<file path="src/rtl/sort_stream_ctrl_pkg.sv">
// sort_stream_ctrl_pkg: controller state encoding and default word/stack geometry shared by the controller and its bench
package sort_stream_ctrl_pkg;
  localparam int DEF_HBIT = 63;
  localparam int DEF_R_SZ = 256;
  localparam int WORD_W = DEF_HBIT + 1;
  typedef enum logic [1:0] {FLUSH, LOAD, TURN, DRAIN} state_t;
endpackage

</file>
<file path="src/rtl/sort_stream_ctrl.sv">
// sort_stream_ctrl: loads a frame into the systolic sort stack and drains it largest-first; ports: clk/rst, s_* input stream, m_* sorted output stream, sticky overflow, stk_* stack controls/data
module sort_stream_ctrl
  import sort_stream_ctrl_pkg::*;
#(
  parameter int HBIT = DEF_HBIT,
  parameter int R_SZ = DEF_R_SZ,
  parameter int CNT_W = $clog2(R_SZ + 1)
) (
  input  logic          clk,
  input  logic          rst,
  input  logic          s_valid,
  output logic          s_ready,
  input  logic [HBIT:0] s_data,
  input  logic          s_last,
  output logic          m_valid,
  input  logic          m_ready,
  output logic [HBIT:0] m_data,
  output logic          m_last,
  output logic          overflow,
  output logic          stk_hold,
  output logic          stk_is_input,
  output logic [HBIT:0] stk_data_in,
  input  logic [HBIT:0] stk_data_out
);
  localparam logic [CNT_W-1:0] FULL = CNT_W'(R_SZ);
  localparam logic [CNT_W-1:0] ONE = CNT_W'(1);
  state_t state, state_nxt;
  logic [CNT_W-1:0] flush_cnt, cnt;
  logic s_hs, m_hs, fill_hs;
  assign s_hs = s_valid && s_ready;
  assign m_hs = m_valid && m_ready;
  assign fill_hs = s_hs && cnt == FULL - ONE;
  always_ff @(posedge clk)
    if (rst) state <= FLUSH;
    else state <= state_nxt;
  always_ff @(posedge clk)
    if (rst) begin
      flush_cnt <= FULL;
      cnt <= '0;
      overflow <= 1'b0;
    end else begin
      flush_cnt <= state == FLUSH ? flush_cnt - ONE : flush_cnt;
      cnt <= s_hs ? cnt + ONE : m_hs ? cnt - ONE : cnt;
      overflow <= overflow || (fill_hs && !s_last);
    end
  always_comb begin
    state_nxt = state;
    case (state)
      FLUSH:   state_nxt = flush_cnt == ONE ? LOAD : FLUSH;
      LOAD:    state_nxt = s_hs && (s_last || fill_hs) ? TURN : LOAD;
      TURN:    state_nxt = DRAIN;
      default: state_nxt = m_hs && m_last ? LOAD : DRAIN;
    endcase
  end
  always_comb begin
    s_ready = state == LOAD;
    stk_is_input = state == LOAD;
    m_valid = state == DRAIN;
    m_last = state == DRAIN && cnt == ONE;
    stk_hold = state == LOAD ? !s_valid : state == TURN ? 1'b1 : state == DRAIN ? !m_ready : 1'b0;
    stk_data_in = s_data;
    m_data = stk_data_out;
  end
endmodule

</file>
<file path="config.mk">
export PLATFORM = sky130hd
export DESIGN_NAME = sort_stream_ctrl
export DESIGN_NICKNAME = d
export VERILOG_FILES = /design/src/rtl/sort_stream_ctrl_pkg.sv /design/src/rtl/sort_stream_ctrl.sv
export SDC_FILE = /design/constraint.sdc
export NUM_CORES = 1
export LEC_CHECK = 0
export ABC_AREA = 1
export CAP_MARGIN = 40
export CORE_AREA = 2 2 103 105
export DETAILED_ROUTE_END_ITERATION = 8
export DIE_AREA = 0 0 105 107
export GPL_TIMING_DRIVEN = 0
export PLACE_DENSITY_LB_ADDON = 0.25
export SYNTH_ARGS = -nofsm -noshare
export SYNTH_HDL_FRONTEND = slang
export SYNTH_SLANG_ARGS = --single-unit
</file>
<file path="constraint.sdc">
create_clock -name clk -period 2.4 [get_ports clk]
set_input_delay 0.72 -clock clk [delete_from_list [all_inputs] [get_ports clk]]
set_output_delay 0.72 -clock clk [all_outputs]
set_load 0.03 [all_outputs]
</file>
==> key figures <==
Run status
  – Outcome: completed

Route
  – Antenna viol nets, final: 0
  – Detailed-route wire length per cell: 9.87 µm
  – # DRC: 0
  – Starting DRC count in detailed routing: 54
  – Routed vias/inst: 3.82
  – Drt total wl: 5.79 mm
  – Vias: 2,244
  – Detailed Routing Iterations Pass 1: 5

GRT
  – Initial antenna violation count: 0
  – Largest net degree at the start of global routing: 13
  – Number of global-route vias before repair: 2,028
  – Total GRT Usage: 9.16%
  – Remaining global-route overflow: 0
  – First-pass GRT wire length: 8.91 mm

STA
  – Final worst-path cycle share: 96.9%
  – Slew Limit Headroom: 74.4%
  – Fin crit period: 2.33 ns
  – Final setup viols: 0
  – Slew Limit Fails: 0
  – Final hold viol count: 0
  – Max frequency: 0.430 GHz
  – Worst Skew: 0.00462 ns
  – RSZ-0062 raised after global routing: false
  – Fin Setup TNS: 0 ns
  – Hold slack: 0.471 ns
  – Worst Tran Pin Value: 0.384 ns
  – Final worst slack: 0.0739 ns

Finish
  – Layout area overhead: 73.9%
  – FILL cells: 1,051
  – Final core occ: 37.0%
  – Post-route cell area: 3740 µm²
  – N_diodes: 0
  – Fin nets: 591
  – Non-Filler Instances: 587
  – Layout cells sized above 1: 32.2%

Synthesis
  – Post-synth top area cell: buf_4
  – Syn Std Cell Area: 2150 µm²
  – Most common cell in the synthesized netlist: buf_4
  – Synth cell count leaders: buf_4, nor2_1, nand2_1, inv_1, dfxtp_1
  – Area share of the largest cell type after synthesis: 45.1%
  – Post-synth ARST share: 0%
  – Dominant synthesized flop cell: dfxtp_1
  – Synth Instances: 309
  – Avg Inst Size Synth: 6.96 µm²
  – Yosys Warn Count: 0
  – EDFF count, synth: 0
  – Top post-synthesis cells by area: buf_4, dfxtp_1, nor2_1
  – Yosys reg bits: 21
  – Post-Syn Nets: 448
  – Yosys cell types: 23
  – Register area share after synthesis: 19.6%

Critical path
  – Max FO, Critical Path: 2
  – Crit path DAT: 1.61 ns
  – Setup CP Type: in2out
  – Worst path required time: 1.68 ns
  – Worst setup EP type: output port
  – CP startpoint kind: input port

Placement
  – Number of buffers added on ports: 137
  – Placed instance count: 582
  – Post-Place Setup Slack: -0.556 ns
  – Placed cell areas: 3690 µm²
  – Dpl hpwl: 5.11 mm
  – RePlAce Congestion: 0.854

Clock network
  – Clk buf depth: 2
  – Clock transition at path regs: 0.08 ns
  – H-tree depth: 1
  – CTS tree: built
  – Sink count of the clock tree: 21
  – CTS Root Cell: clkbuf_8
  – Cts bufs inserted: 3
  – Hold_buf cts: 0
  – Insertion delay of the later-clocked pin in the worst-skew pair: 0.27 ns

Floorplanning
  – I/O pin cnt: 267
  – Die height: 107 µm
  – Initial Util: 21.3%
  – Die Width: 105 µm
  – Die area: 11,200 µm²
  – FP Rows: 37
  – Core region area: 10,100 µm²

Run
  – MaxCap Viol Count: 0

Pwr
  – Lkg Pwr: 1.76 nW
  – Total Power: 1.59 mW
  – Peak VDD IR: 0.000231 V
  – Power Density: 424 nW/µm²

Hold path
  – Hold Crit Class: reg2reg
==> critical path, cell delays in order <==
cell and delay, ns:
clkdlybuf4s50_1 0.49, inv_1 0.05, a21oi_1 0.11, nor2_1 0.05
clkbuf_4 0.18
==> cell families after synthesis <==
logic type	count (synthesis)	share of synthesized area (%)
and+or+nand+nor	98	19.8
AOI/OAI and AO/OA	26	6.23
adders and majority gates	6	3.49
DFF	21	19.6
buffers and inverters	156	50.1
xor gates and xnor gates	2	0.815
==> area by class of cell <==
cell class                      count  area [µm²]  share of cell area (%)
Buffer                            131         983                    26.3
Timing Repair Buffer              138        1370                    36.7
Inverter                           25        93.8                    2.51
Sequential cell                    21         420                    11.2
Multi-Input combinational cell    132         652                    17.4
Clock buffer                        3        41.3                    1.10
Tap cell                          136         170                    4.55
Clock inverter                      1        5.00                   0.134
==> layout by cell type (no fill, tap or decap), types with 3 or more instances in the layout <==
cell type        instances
ha_1                     6
nand2_1                 34
nand3_1                 14
nor2_1                  36
o21ai_0                 11
clkdlybuf4s50_1        132
a21oi_1                 13
inv_2                    3
inv_1                   22
dfxtp_1                 21
nand4_1                  3
clkbuf_8                 3
nor3_1                   4
buf_4                  130
==> flip-flops by register name (all words and copies together), names as in the netlist <==
| register | count |
|---|---|
| flush_cnt | 9 |
| overflow | 1 |
| state | 2 |
| cnt | 9 |
==> metal layers <==
metal	vias to the layer above	global-route usage, %	share of wire [%]
li1	1115	-	-
met1	981	9.49	35
met2	144	18.1	54
met3	4	2.67	11
met4	0	1.90	0.43
met5	-	0	0
==> report_power, final <==
group          internal [mW]  leakage (nW)  switching (mW)
clock                  0.116        0.0255           0.127
combinational          0.421          1.57           0.468
sequential             0.406         0.171          0.0478
==> final timing paths <==
kind	startpoint	to	slack, ns	depth (start not counted)
worst max-delay path	s_valid	stk_hold	0.07	5
worst min-delay path	flush_cnt[8]$_SDFFE_PP1P_	flush_cnt[8]$_SDFFE_PP1P_	0.47	2
worst max register to register	cnt[0]$_SDFFE_PP0P_	state[1]$_SDFF_PP0_	0.60	10
worst min register to register	flush_cnt[8]$_SDFFE_PP1P_	flush_cnt[8]$_SDFFE_PP1P_	0.47	2
==> repair_timing <==
item                                    4_1_cts  5_1_grt
endpoints found under the hold margin         0        0
buffers inserted                              1        0
pin swaps                                     1        0
endpoints found under the setup margin        4        2
resized for setup                             9        4
No activity file was read; power rests on OpenSTA's default activity.
